File: config.mk
export PLATFORM = sky130hd
export DESIGN_NAME = imm_enc
export DESIGN_NICKNAME = d
export VERILOG_FILES = /design/src/rtl/imm_enc_pkg.sv /design/src/rtl/imm_enc_pack.sv /design/src/rtl/imm_enc.sv
export SDC_FILE = /design/constraint.sdc
export NUM_CORES = 1
export LEC_CHECK = 0
export CAP_MARGIN = 20
export CORE_MARGIN = 2
export CORE_UTILIZATION = 49
export DETAILED_ROUTE_END_ITERATION = 8
export GPL_ROUTABILITY_DRIVEN = 0
export PLACE_DENSITY = 0.8
export SYNTH_ARGS = -nofsm -noshare
export SYNTH_HDL_FRONTEND = slang
export SYNTH_SLANG_ARGS = --single-unit
File: constraint.sdc
create_clock -name clk -period 6.4 [get_ports clk]
set_clock_uncertainty 0.15 [all_clocks]
set_input_delay 1.28 -clock clk [delete_from_list [all_inputs] [get_ports clk]]
set_output_delay 1.28 -clock clk [all_outputs]
set_load 0.05 [all_outputs]
File: src/rtl/imm_enc_pkg.sv
// Shared definitions for the RISC-V instruction encoder: immediate class
// selectors, error codes and the request bundle carried through stage 1.
package imm_enc_pkg;

  // Immediate class selectors (same encoding as the immediate expander).
  localparam logic [2:0] IMM_R_SHAMT = 3'b000;
  localparam logic [2:0] IMM_I       = 3'b001;
  localparam logic [2:0] IMM_S       = 3'b010;
  localparam logic [2:0] IMM_B       = 3'b011;
  localparam logic [2:0] IMM_U       = 3'b100;

  // Error codes reported alongside each encoded word.
  typedef enum logic [1:0] {
    ENC_OK    = 2'd0,
    ENC_RANGE = 2'd1,
    ENC_ALIGN = 2'd2,
    ENC_SEL   = 2'd3
  } enc_err_e;

  // One encode request as captured by stage 1.
  typedef struct packed {
    logic [2:0]  sel;
    logic [31:0] imm;
    logic [6:0]  opcode;
    logic [4:0]  rd;
    logic [4:0]  rs1;
    logic [4:0]  rs2;
    logic [2:0]  funct3;
    logic [6:0]  funct7;
  } enc_req_t;

endpackage

File: src/rtl/imm_enc_pack.sv
// Combinational packer: places the immediate and register/function fields
// into the 32-bit instruction layout chosen by sel, and classifies whether
// the immediate fits that layout. Out-of-range or misaligned immediates are
// still packed (upper bits simply dropped) so the word can be delivered.
module imm_pack
  import imm_enc_pkg::*;
(
  input  enc_req_t    req_i,
  output logic [31:0] inst_o,
  output logic [1:0]  err_o
);

  enc_err_e    err_e;
  logic [31:0] imm;
  logic        fits_s12;
  logic        fits_s13;
  logic        fits_u5;

  assign imm = req_i.imm;

  // Signed 12-bit fit: everything from bit 11 upward is a copy of the sign.
  assign fits_s12 = (imm[31:11] == {21{imm[11]}});
  // Signed 13-bit fit for branch offsets.
  assign fits_s13 = (imm[31:12] == {20{imm[12]}});
  // Shift amounts are unsigned 5-bit.
  assign fits_u5  = (imm[31:5] == 27'd0);

  // Field placement and error classification; illegal sel wins over
  // alignment, which wins over range.
  always_comb begin
    inst_o = 32'd0;
    err_e  = ENC_OK;
    case (req_i.sel)
      IMM_R_SHAMT: begin
        inst_o = {req_i.funct7, imm[4:0], req_i.rs1, req_i.funct3,
                  req_i.rd, req_i.opcode};
        if (!fits_u5) err_e = ENC_RANGE;
      end
      IMM_I: begin
        inst_o = {imm[11:0], req_i.rs1, req_i.funct3, req_i.rd, req_i.opcode};
        if (!fits_s12) err_e = ENC_RANGE;
      end
      IMM_S: begin
        inst_o = {imm[11:5], req_i.rs2, req_i.rs1, req_i.funct3,
                  imm[4:0], req_i.opcode};
        if (!fits_s12) err_e = ENC_RANGE;
      end
      IMM_B: begin
        inst_o = {imm[12], imm[10:5], req_i.rs2, req_i.rs1, req_i.funct3,
                  imm[4:1], imm[11], req_i.opcode};
        if (imm[0])         err_e = ENC_ALIGN;
        else if (!fits_s13) err_e = ENC_RANGE;
      end
      IMM_U: begin
        inst_o = {imm[31:12], req_i.rd, req_i.opcode};
        if (imm[11:0] != 12'd0) err_e = ENC_ALIGN;
      end
      default: begin
        inst_o = 32'd0;
        err_e  = ENC_SEL;
      end
    endcase
  end

  assign err_o = err_e;

endmodule

File: src/rtl/imm_enc.sv
// Streaming instruction encoder: two-stage valid/ready pipeline around the
// combinational packer, plus saturating counts of delivered good/bad words.
// Stage 1 holds the raw request, stage 2 holds the packed word and drives
// the outputs.
module imm_enc
  import imm_enc_pkg::*;
#(
  parameter int CNT_W = 16
) (
  input  logic             clk,
  input  logic             rst,
  input  logic             in_valid,
  output logic             in_ready,
  input  logic [2:0]       sel,
  input  logic [31:0]      imm,
  input  logic [6:0]       opcode,
  input  logic [4:0]       rd,
  input  logic [4:0]       rs1,
  input  logic [4:0]       rs2,
  input  logic [2:0]       funct3,
  input  logic [6:0]       funct7,
  output logic             out_valid,
  input  logic             out_ready,
  output logic [31:0]      inst,
  output logic [1:0]       err,
  output logic [CNT_W-1:0] ok_cnt,
  output logic [CNT_W-1:0] err_cnt
);

  // Counter increment that sticks at all-ones instead of wrapping.
  function automatic logic [CNT_W-1:0] sat_inc(input logic [CNT_W-1:0] c);
    return (&c) ? c : c + 1'b1;
  endfunction

  enc_req_t          req_in;
  enc_req_t          req_p1_q;
  logic              vld_p1_q, vld_p1_d;
  logic              vld_p2_q, vld_p2_d;
  logic [31:0]       inst_p2_q;
  logic [1:0]        err_p2_q;
  logic [31:0]       inst_pk;
  logic [1:0]        err_pk;
  logic [CNT_W-1:0]  ok_cnt_q, ok_cnt_d;
  logic [CNT_W-1:0]  err_cnt_q, err_cnt_d;
  logic              accept;
  logic              load_p2;
  logic              xfer;

  assign req_in = '{sel: sel, imm: imm, opcode: opcode, rd: rd, rs1: rs1,
                    rs2: rs2, funct3: funct3, funct7: funct7};

  // Handshake: stage 2 drains on out_ready, stage 1 advances when stage 2
  // is free or draining, and a new request fits whenever either stage has
  // room or the pipe is moving. in_ready is held high while in reset.
  assign xfer     = vld_p2_q && out_ready;
  assign load_p2  = vld_p1_q && (!vld_p2_q || out_ready);
  assign in_ready = rst || !vld_p1_q || !vld_p2_q || out_ready;
  assign accept   = in_valid && in_ready && !rst;

  // Next-state for stage valids and counters.
  always_comb begin
    vld_p1_d  = vld_p1_q;
    vld_p2_d  = vld_p2_q;
    ok_cnt_d  = ok_cnt_q;
    err_cnt_d = err_cnt_q;
    if (accept)       vld_p1_d = 1'b1;
    else if (load_p2) vld_p1_d = 1'b0;
    if (load_p2)      vld_p2_d = 1'b1;
    else if (xfer)    vld_p2_d = 1'b0;
    if (xfer) begin
      if (err_p2_q == ENC_OK) ok_cnt_d  = sat_inc(ok_cnt_q);
      else                    err_cnt_d = sat_inc(err_cnt_q);
    end
  end

  // Control state: stage valids and statistics counters.
  always_ff @(posedge clk) begin
    if (rst) begin
      vld_p1_q  <= 1'b0;
      vld_p2_q  <= 1'b0;
      ok_cnt_q  <= '0;
      err_cnt_q <= '0;
    end else begin
      vld_p1_q  <= vld_p1_d;
      vld_p2_q  <= vld_p2_d;
      ok_cnt_q  <= ok_cnt_d;
      err_cnt_q <= err_cnt_d;
    end
  end

  // ---- stage 1: capture the raw request ----
  // Request data is only written on accept; its valid bit guards it.
  always_ff @(posedge clk) begin
    if (accept) req_p1_q <= req_in;
  end

  imm_pack u_pack (
    .req_i  (req_p1_q),
    .inst_o (inst_pk),
    .err_o  (err_pk)
  );

  // ---- stage 2: packed word and error code, driving the outputs ----
  // Cleared on reset so the output bus reads zero; otherwise held while
  // the consumer stalls.
  always_ff @(posedge clk) begin
    if (rst) begin
      inst_p2_q <= 32'd0;
      err_p2_q  <= ENC_OK;
    end else if (load_p2) begin
      inst_p2_q <= inst_pk;
      err_p2_q  <= err_pk;
    end
  end

  assign out_valid = vld_p2_q;
  assign inst      = inst_p2_q;
  assign err       = err_p2_q;
  assign ok_cnt    = ok_cnt_q;
  assign err_cnt   = err_cnt_q;

endmodule

==> metrics.md, run 1 <==
| Metric | Value |
|---|---|
| Clock tree from TritonCTS | built |
| Number of clock sinks seen by CTS | between 100 and 150 |
| Crit path arrival time | ~3000 ps |
| Number of CTS-inserted buffers | 17 |
| Main synth FF type | dfxtp_1 |
| Number of buffers inserted for hold repair after clock tree synthesis | 0 |
| Number of storage elements in the synthesis netlist | about 140 |
| Half-perimeter wire length after placement | ~9.6 mm |
| Number of hold-slack violations in the final timing report | 0 |
| Skew-Pair Late Insertion Delay | 410 ps |
| Required time of the worst setup path | between 4000 and 5000 ps |
| Clock-pin slew of the registers on the worst-case setup and hold paths | ~60 ps |
| Worst Setup EP | in_ready |
| First-pass iteration count of the detailed router | 5 |
| Total negative slack for setup checks | 0 ps |
| Unrepaired setup endpoints after global routing | no |
| Number of global-route vias before repair | ~4400 |
| Die span in y | 110 um |
| Setup slack on the worst flop-to-flop path | 3810 ps |
| Fill cell total of the finished layout | between 800 and 900 |
| Setup Buffers After CTS | 0 |
| Global-route wire length before repair | roughly 21 mm |
| WL final | 13.6 mm |
| Fraction of registers with async set/reset | 0% |
| Stages on the worst setup path | 4 |
| Final Instance Area | around 7600 um^2 |
| Endpoint of the worst register-to-register path | inst[4]$_SDFFE_PP0P_ |
| Largest area contributor in the synthesized netlist | edfxtp_1 |
| Critical-path cell list | clkdlybuf4s50_1, nor2b_1, nand3b_1, clkdlybuf4s50_1 |
| Power density normalized to cell area | about 280 nW/um^2 |
| Kind of launch point of the worst setup path | input pin |
| Cell types with the highest counts after synthesis | dfxtp_1, edfxtp_1, nor2_1 |
| Post-synthesis net count | between 500 and 600 |
| Worst path top cell family by delay | buffers and inverters |
| Crit path launch | out_ready |
| Buffers plus inverters on the worst setup path | 2 |
| Source of the worst hold timing path | req_p1_q[26]$_DFFE_PP_ |
| Most common cell in the synthesized netlist | dfxtp_1 |
| Maximum fanout encountered on the critical timing path | 5 |
| Placeable core area | 10900 um^2 |
| DR WL/cell | approximately 17 um |
| Rows | 38 |
| Area Overhead vs Synth | 37.7% |
| Port Buffers | 138 |
| Depth of the most critical reg-to-reg path | 5 |
| Proportion of netlist area held by the largest area contributor | 36.4% |
| Number of nets at the end of the flow | about 700 |
| Post-layout minimum cycle time | approximately 4400 ps |
| Initial antenna violation count | 0 |
| Max-cap violation count | 0 |
| Worst R2R Start | out_valid$_SDFFE_PP0P_ |
| Number of nets with antenna violations after routing | 0 |
| Cells resized by post-CTS repair | 0 |
| Fraction of the yosys area taken by sequential cells | 61.1% |
| Worst rel slew slack | 27.6% |
| Clock tree buffer depth | 2 |
| Setup CP Type | in2out |
| Synth Cell Area | about 5500 um^2 |
| Placed cells | 760 |
| Ratio of cells with drive above 1 in the final layout | under 10% |
| Peak supply drop | approximately 0.19 mV |
| Register area | ~3400 um^2 |
| Final setup viols | 0 |
| Top cells by area, synth | edfxtp_1, dfxtp_1, nor2_1 |
| Number of different library cells in the post-synthesis netlist | 52 |
| Number of warning messages in the yosys log | 0 |
| GRT overflow | 0 |
| Master of the slowest instance on the critical path | clkdlybuf4s50_1 |
| Cell at the root of the clock tree | clkbuf_16 |
| ANT cells | 0 |
| Area occupied by multi-input gates | around 2000 um^2 |
| Transition time of the tightest slew-check pin | ~1100 ps |
| Vias per std cell | between 5 and 6 |
| Class of the most critical hold timing path | reg2reg |
| Iter 0 DRT Violations | roughly 450 |
| Final cell count without fillers | between 700 and 800 |
| Element type at the critical path end | primary output |
| CP peak stage delay | 740 ps |
| Cell mode on critical path | clkdlybuf4s50_1 |
| Status | finished, final reports clean |
| Average size of a mapped cell | around 11 um^2 |
| DIE AREA | 12100 um^2 |
| Number of top-level pins | ~140 |
| Placed standard-cell area | ~7000 um^2 |
| CTS HTree Levels | 4 |
| Peak Freq | 0.226 GHz |
| Total number of vias | 4555 |
| Chip Width | about 110 um |
| Largest net degree at the start of global routing | between 40 and 50 |
| Number of slew-limit violations in the final report | 0 |
| Instance count of the mapped netlist | 504 |
| Initial core utilization | 50.5% |
| Post-route DRC violation count | 0 |
| Final clock period utilization by the worst path | around 69% |
| Total GRT Usage | approximately 23% |
| Leakage component of the power | 2.61 nW |
| Number of synthesized flops with an enable pin | 67 |
## worst register-to-register path, stage by stage, from the launching register on
cell and delay, ps:
dfxtp_1 360, nand2b_1 120, nand2_1 560, a21oi_1 1010
a22oi_1 180, nor2_1 150
## per-stage QoR
stage / power, W / setup WS, ps / utilization [%] / hold WS, ps
5_1_grt: 0.00217 / 1870 / 69.5 / 368
6_report: 0.00210 / 1970 / 69.5 / 348
2_1_floorplan: 0.00109 / 855 / - / 309
3_3_place_gp: 0.00117 / 2040 / 64.1 / 312
3_5_place_dp: 0.00118 / 1990 / 64.1 / 340
4_1_cts: 0.00212 / 1970 / 69.4 / 352
## registers in the layout, summed over array words and instances, names as in the netlist
name       flops
err            2
out_valid      1
req_p1_q      67
inst          32
vld_p1_q       1
err_cnt       16
ok_cnt        16
## worst min path at each step
stage,endpoint,depth (start not counted)
detailed placement,inst[3]$_SDFFE_PP0P_,2
floorplan,inst[0]$_SDFFE_PP0P_,2
finish,inst[1]$_SDFFE_PP0P_,2
global route,inst[3]$_SDFFE_PP0P_,2
CTS,inst[29]$_SDFFE_PP0P_,2
global placement,inst[1]$_SDFFE_PP0P_,2
## placed cells by master (no fill, tap or decap), types with 11 or more instances in the layout
cell type,n
dfxtp_1,68
a22oi_1,13
a21oi_1,24
a211oi_1,12
nand4_1,15
edfxtp_1,67
clkdlybuf4s50_1,137
clkbuf_16,17
o21ai_0,12
nor3_1,23
xnor2_1,18
nor2_1,67
nor2b_1,19
nand3_1,11
nand2_1,44
## cell type report
cell class | instances | share of cell area [%]
Tap cell | 140 | 2.30
Timing Repair Buffer | 143 | 18.7
Clock inverter | 13 | 1.68
Multi-Input combinational cell | 340 | 26.9
Sequential cell | 135 | 44.4
Inverter | 3 | 0.148
Clock buffer | 19 | 5.96
## layer usage
metal	routed length (um)	track usage, %	up-vias
met5	0	0	-
met2	6810	38.6	229
met1	5560	28.9	2175
met4	182	9.11	0
met3	1070	5.94	15
li1	-	-	2136
## power breakdown
| part | leakage (nW) | internal, W | switching [W] |
|---|---|---|---|
| Sequential | 1.18 | 0.000944 | 0.0000235 |
| Combinational | 1.14 | 0.0000829 | 0.000112 |
| Clock | 0.287 | 0.000590 | 0.000352 |
## cells by family after synthesis
family / Yosys count / share of synthesized area (%)
AOI/OAI and AO/OA: 95 / 11.9
xor gates and xnor gates: 25 / 3.96
adders and majority gates: 3 / 0.680
buffers and inverters: 29 / 2.15
DFF: 135 / 61.1
muxes: 5 / 0.952
and+or+nand+nor: 212 / 19.3
No activity file was read; power rests on OpenSTA's default activity.
==> inputs of run 2 (changes only) <==
clock period = 4.24 ns   (was 6.4 ns; I/O delays follow)
==> run 2 against run 1 <==
  * Largest power group unchanged
  * Via count shrank 2.8%
  * Total power rose by 50%
  * Critical path depth unchanged
  * Non-clock buffer count grew 1
  * Utilization decreased by 0.057 points
  * Sequential cell count is the same
==> metrics.md, run 2 (synthesized netlist as in run 1, its figures left out) <==
| Metric | Value |
|---|---|
| Status | finished, final reports clean |
| Unrepaired setup endpoints after global routing | no |
| Number of flip-flops under the largest register name | between 60 and 70 |
| Number of nets at the end of the flow | 715 |
| Number of CTS-inserted buffers | 17 |
| Number of global-route vias before repair | 4275 |
| Initial antenna violation count | 0 |
| Cell mode on critical path | clkdlybuf4s50_1 |
| Crit path arrival time | between 2000 and 3000 ps |
| Total GRT Usage | a little under a quarter |
| First-pass iteration count of the detailed router | 6 |
| Peak Freq | 0.281 GHz |
| Number of clock sinks seen by CTS | around 140 |
| Element type at the critical path end | primary output |
| Post-layout minimum cycle time | around 3600 ps |
| Die span in y | 110 um |
| DR WL/cell | ~17 um |
| Rows | 38 |
| CP peak stage delay | around 730 ps |
| Skew-Pair Late Insertion Delay | between 400 and 500 ps |
| Number of top-level pins | between 100 and 150 |
| Vias per std cell | between 5 and 6 |
| GRT overflow | 0 |
| Setup Buffers After CTS | 0 |
| Combinational cell fraction of total power | under 10% |
| Class of the most critical hold timing path | reg2reg |
| Setup CP Type | in2out |
| Maximum fanout encountered on the critical timing path | 5 |
| Final clock period utilization by the worst path | a little over four fifths |
| Max-cap violation count | 0 |
| Depth of the worst hold-timing path | 2 |
| DIE AREA | 12100 um^2 |
| Area occupied by multi-input gates | about 2000 um^2 |
| Final cell count without fillers | roughly 790 |
| Setup slack on the worst flop-to-flop path | ~1800 ps |
| Clock tree buffer depth | 2 |
| Internal power of the cells | ~0.0024 W |
| Largest net degree at the start of global routing | 71 |
| Ratio of cells with drive above 1 in the final layout | under 10% |
| Number of buffers inserted for hold repair after clock tree synthesis | 0 |
| Fraction of power consumed by sequential logic | between 40% and 50% |
| Kind of launch point of the worst setup path | input pin |
| Half-perimeter wire length after placement | approximately 9.2 mm |
| Clock-pin slew of the registers on the worst-case setup and hold paths | about 50 ps |
| Worst R2R Start | req_p1_q[65]$_DFFE_PP_ |
| Total number of vias | roughly 4400 |
| Top reg by flops | req_p1_q |
| Leakage component of the power | between 2 and 3 nW |
| Area Overhead vs Synth | 37.6% |
| Master of the slowest instance on the critical path | clkdlybuf4s50_1 |
| Post-route DRC violation count | 0 |
| Chip Width | about 110 um |
| Power dissipated by switching net loads | just over 0.0007 W |
| Clock tree from TritonCTS | built |
| Number of hold-slack violations in the final timing report | 0 |
| Switching part of the total | a little under a quarter |
| Power density normalized to cell area | just over 400 nW/um^2 |
| Initial core utilization | between 50% and 60% |
| Critical-path cell list | clkdlybuf4s50_1, nor2b_1, nand3b_1, clkdlybuf4s50_1 |
| Number of slew-limit violations in the final report | 0 |
| Worst rel slew slack | 39.4% |
| Iter 0 DRT Violations | around 380 |
| Most common cell after layout, fill and taps aside | clkdlybuf4s50_1 |
| Transition time of the tightest slew-check pin | approximately 910 ps |
| Placed cells | ~760 |
| Fill cell total of the finished layout | a little over 800 |
| Required time of the worst setup path | approximately 3200 ps |
| Endpoint of the worst register-to-register path | inst[22]$_SDFFE_PP0P_ |
| Total negative slack for setup checks | 0 ps |
| Final setup viols | 0 |
| WL final | 13.4 mm |
| Total design power | approximately 0.0032 W |
| Source of the worst hold timing path | req_p1_q[26]$_DFFE_PP_ |
| Worst hold slack after final layout | ~340 ps |
| Port Buffers | roughly 140 |
| Number of nets with antenna violations after routing | 0 |
| Global-route wire length before repair | 20.6 mm |
| Depth of the most critical reg-to-reg path | 4 |
| Cell at the root of the clock tree | clkbuf_16 |
| Peak supply drop | between 0.2 and 0.3 mV |
| CTS HTree Levels | 4 |
| ANT cells | 0 |
| Register area | around 3400 um^2 |
| End point of the most critical hold path | inst[1]$_SDFFE_PP0P_ |
| Cells resized by post-CTS repair | 0 |
| Commonest cells after routing, fill and taps aside | clkdlybuf4s50_1, dfxtp_1, nor2_1, edfxtp_1, nand2_1 |
| Placeable core area | roughly 11000 um^2 |
| Clock share of power | between 40 and 50% |
## run 2: cell type report
cell class,count,area share [%]
clock buffer,25,6.67
clock inverter,7,0.889
inverter,3,0.148
multi-input combinational,340,26.9
sequential,135,44.4
tap,140,2.31
timing repair buffer,144,18.7
## run 2: power groups by stage
stage | Sequential [W] | Clock [W] | Combinational, W
after floorplan | 0.00154 | 0 | 0.0000926
after global placement | 0.00148 | 0 | 0.000285
after detailed placement | 0.00149 | 0 | 0.000292
after CTS | 0.00146 | 0.00143 | 0.000294
after global routing | 0.00146 | 0.00148 | 0.000314
final | 0.00146 | 0.00140 | 0.000293
## run 2: worst max-delay path, delay by kind of cell
family | cells | cell delay (ps)
and+or+nand+nor | 2 | 500
buffers and inverters | 2 | 1210
## run 2: worst max-delay path by stage
| stage | from | endpoint | cells after the start |
|---|---|---|---|
| detailed placement | out_ready | in_ready | 4 |
| finish | out_ready | in_ready | 4 |
| global route | out_ready | in_ready | 4 |
| global placement | out_ready | in_ready | 4 |
| floorplan | rst | req_p1_q[0]$_DFFE_PP_ | 3 |
| CTS | out_ready | in_ready | 4 |
## run 2: metrics by stage
step / util, % / cell area [um^2] / worst slack, ps
5_1_grt: 69.5 / 7600 / 615
2_1_floorplan: - / 5530 / 640
3_3_place_gp: 64.2 / 7020 / 771
3_5_place_dp: 64.2 / 7020 / 701
6_report: 69.5 / 7600 / 683
4_1_cts: 69.5 / 7600 / 694
## run 2: routing by layer
layer	up-vias	track usage (%)	part of all wire, %
met5	-	0	0
met4	0	9.20	1.5
met3	22	5.11	7.1
met2	198	37.2	49
met1	2072	28.7	42
li1	2136	-	-
==> inputs of run 3 (changes only) <==
clock period = 3.42 ns   (was 4.24 ns; I/O delays follow)
==> run 3 against run 2 <==
  * Final area increased by 0.31%
  * Wire length down 2.8%
  * Count of clock-buffer cells in the layout decreased by 6
  * Non-clock buffer count is 1 higher
  * Register-to-register slack worse by 440 ps
  * Largest cell class unchanged
==> metrics.md, run 3 (synthesized netlist as in run 1, its figures left out) <==
| Metric | Value |
|---|---|
| Half-perimeter wire length after placement | between 9 and 10 mm |
| Number of buffers inserted for hold repair after clock tree synthesis | 0 |
| Post-layout util | 69.7% |
| Peak Freq | 0.369 GHz |
| Number of nets with antenna violations after routing | 0 |
| Worst rel slew slack | 51.0% |
| Fraction of met2 tracks used by global routing | a little over a third |
| Global-route wire length before repair | 20.5 mm |
| WL final | 13.0 mm |
| DIE AREA | 12100 um^2 |
| Clock tree from TritonCTS | built |
| CTS HTree Levels | 4 |
| Most heavily used metal layer in global routing | met2 |
| GR Util met1 | 27.9% |
| Total GRT Usage | approximately 22% |
| Area Overhead vs Synth | 38.0% |
| Number of slew-limit violations in the final report | 0 |
| Commonest cells after routing, fill and taps aside | clkdlybuf4s50_1, dfxtp_1, nor2_1, edfxtp_1, nand2_1 |
| Number of nets at the end of the flow | slightly above 700 |
| DR WL/cell | ~16 um |
| Unrepaired setup endpoints after global routing | no |
| Rows | 38 |
| Setup Buffers After CTS | 0 |
| Fraction of met3 tracks used by global routing | between 7 and 8% |
| Final Instance Area | 7620 um^2 |
| Final clock period utilization by the worst path | 79.2% |
| Total negative slack for setup checks | 0 ps |
| CP peak stage delay | about 500 ps |
| Number of CTS-inserted buffers | 17 |
| Total design power | ~0.0039 W |
| Clock-pin slew of the registers on the worst-case setup and hold paths | around 50 ps |
| Number of top-level pins | around 140 |
| Post-route DRC violation count | 0 |
| Maximum fanout encountered on the critical timing path | 5 |
| Most common cell after layout, fill and taps aside | clkdlybuf4s50_1 |
| GRT overflow | 0 |
| Post-layout minimum cycle time | between 2000 and 3000 ps |
| Ratio of cells with drive above 1 in the final layout | under 10% |
| Number of flip-flops under the largest register name | 67 |
| Worst hold slack after final layout | around 340 ps |
| Iter 0 DRT Violations | between 300 and 400 |
| Skew-Pair Late Insertion Delay | between 400 and 500 ps |
| First-pass iteration count of the detailed router | 5 |
| Number of clock sinks seen by CTS | between 100 and 150 |
| Max-cap violation count | 0 |
| Port Buffers | approximately 140 |
| Initial antenna violation count | 0 |
| Setup CP Type | in2out |
| Number of hold-slack violations in the final timing report | 0 |
| Total number of vias | around 4400 |
| Element type at the critical path end | primary output |
| Initial core utilization | 50.5% |
| Cells resized by post-CTS repair | 0 |
| Transition time of the tightest slew-check pin | 734 ps |
| Master of the slowest instance on the critical path | clkdlybuf4s50_1 |
| Placeable core area | approximately 11000 um^2 |
| Required time of the worst setup path | approximately 2600 ps |
| Clock tree buffer depth | 2 |
| Chip Width | between 100 and 150 um |
| Placed standard-cell area | slightly above 7000 um^2 |
| Peak supply drop | 0.421 mV |
| Critical-path cell list | clkdlybuf4s50_1, nor2b_1, nand3b_1, buf_4 |
| Class of the most critical hold timing path | reg2reg |
| Final setup viols | 0 |
| Leakage component of the power | about 2.6 nW |
| Status | finished, final reports clean |
| Power density normalized to cell area | just over 500 nW/um^2 |
| Vias per std cell | about 5.6 |
| Largest net degree at the start of global routing | 71 |
| Cell at the root of the clock tree | clkbuf_16 |
| Top reg by flops | req_p1_q |
| ANT cells | 0 |
| Die span in y | ~110 um |
| Number of global-route vias before repair | 4219 |
| Kind of launch point of the worst setup path | input pin |
| Crit path arrival time | ~1900 ps |
-- run 3: final timing paths --
kind	end	start	slack, ps	cells past startpoint
worst max-delay path	in_ready	out_ready	710	4
worst min-delay path	inst[1]$_SDFFE_PP0P_	req_p1_q[26]$_DFFE_PP_	340	2
worst max register to register	ok_cnt[14]$_SDFFE_PP0P_	err[0]$_SDFFE_PP0P_	1350	5
worst min register to register	inst[1]$_SDFFE_PP0P_	req_p1_q[26]$_DFFE_PP_	340	2
-- run 3: area by class of cell --
| cell class | instances | area [um^2] |
|---|---|---|
| clock buffers | 19 | 464 |
| inverters | 3 | 11.3 |
| fillers | 795 | 3310 |
| clock inverters | 13 | 116 |
| repair buffers | 145 | 1440 |
| multi-input cells | 340 | 2040 |
| well taps | 140 | 175 |
| flip-flops and latches | 135 | 3370 |
-- run 3: report_power, final --
| group | internal [W] | total (W) | switching, W |
|---|---|---|---|
| clock | 0.00107 | 0.00176 | 0.000693 |
| sequential | 0.00177 | 0.00181 | 0.0000432 |
| combinational | 0.000157 | 0.000365 | 0.000207 |
-- run 3: critical path, delay by kind of cell --
| family | cells | cell delay, ps |
|---|---|---|
| buffers and inverters | 2 | 720 |
| and+or+nand+nor | 2 | 470 |
-- run 3: layer usage --
layer | part of all wire [%] | vias to the layer above
li1 | - | 2144
met1 | 43 | 2087
met2 | 48 | 177
met3 | 7.1 | 29
met4 | 2.2 | 0
met5 | 0 | -
-- run 3: per-stage QoR --
step / instances / setup WS (ps)
floorplan: 504 / 684
global placement: 763 / 671
detailed placement: 763 / 539
CTS: 795 / 719
global route: 795 / 677
finish: 795 / 712
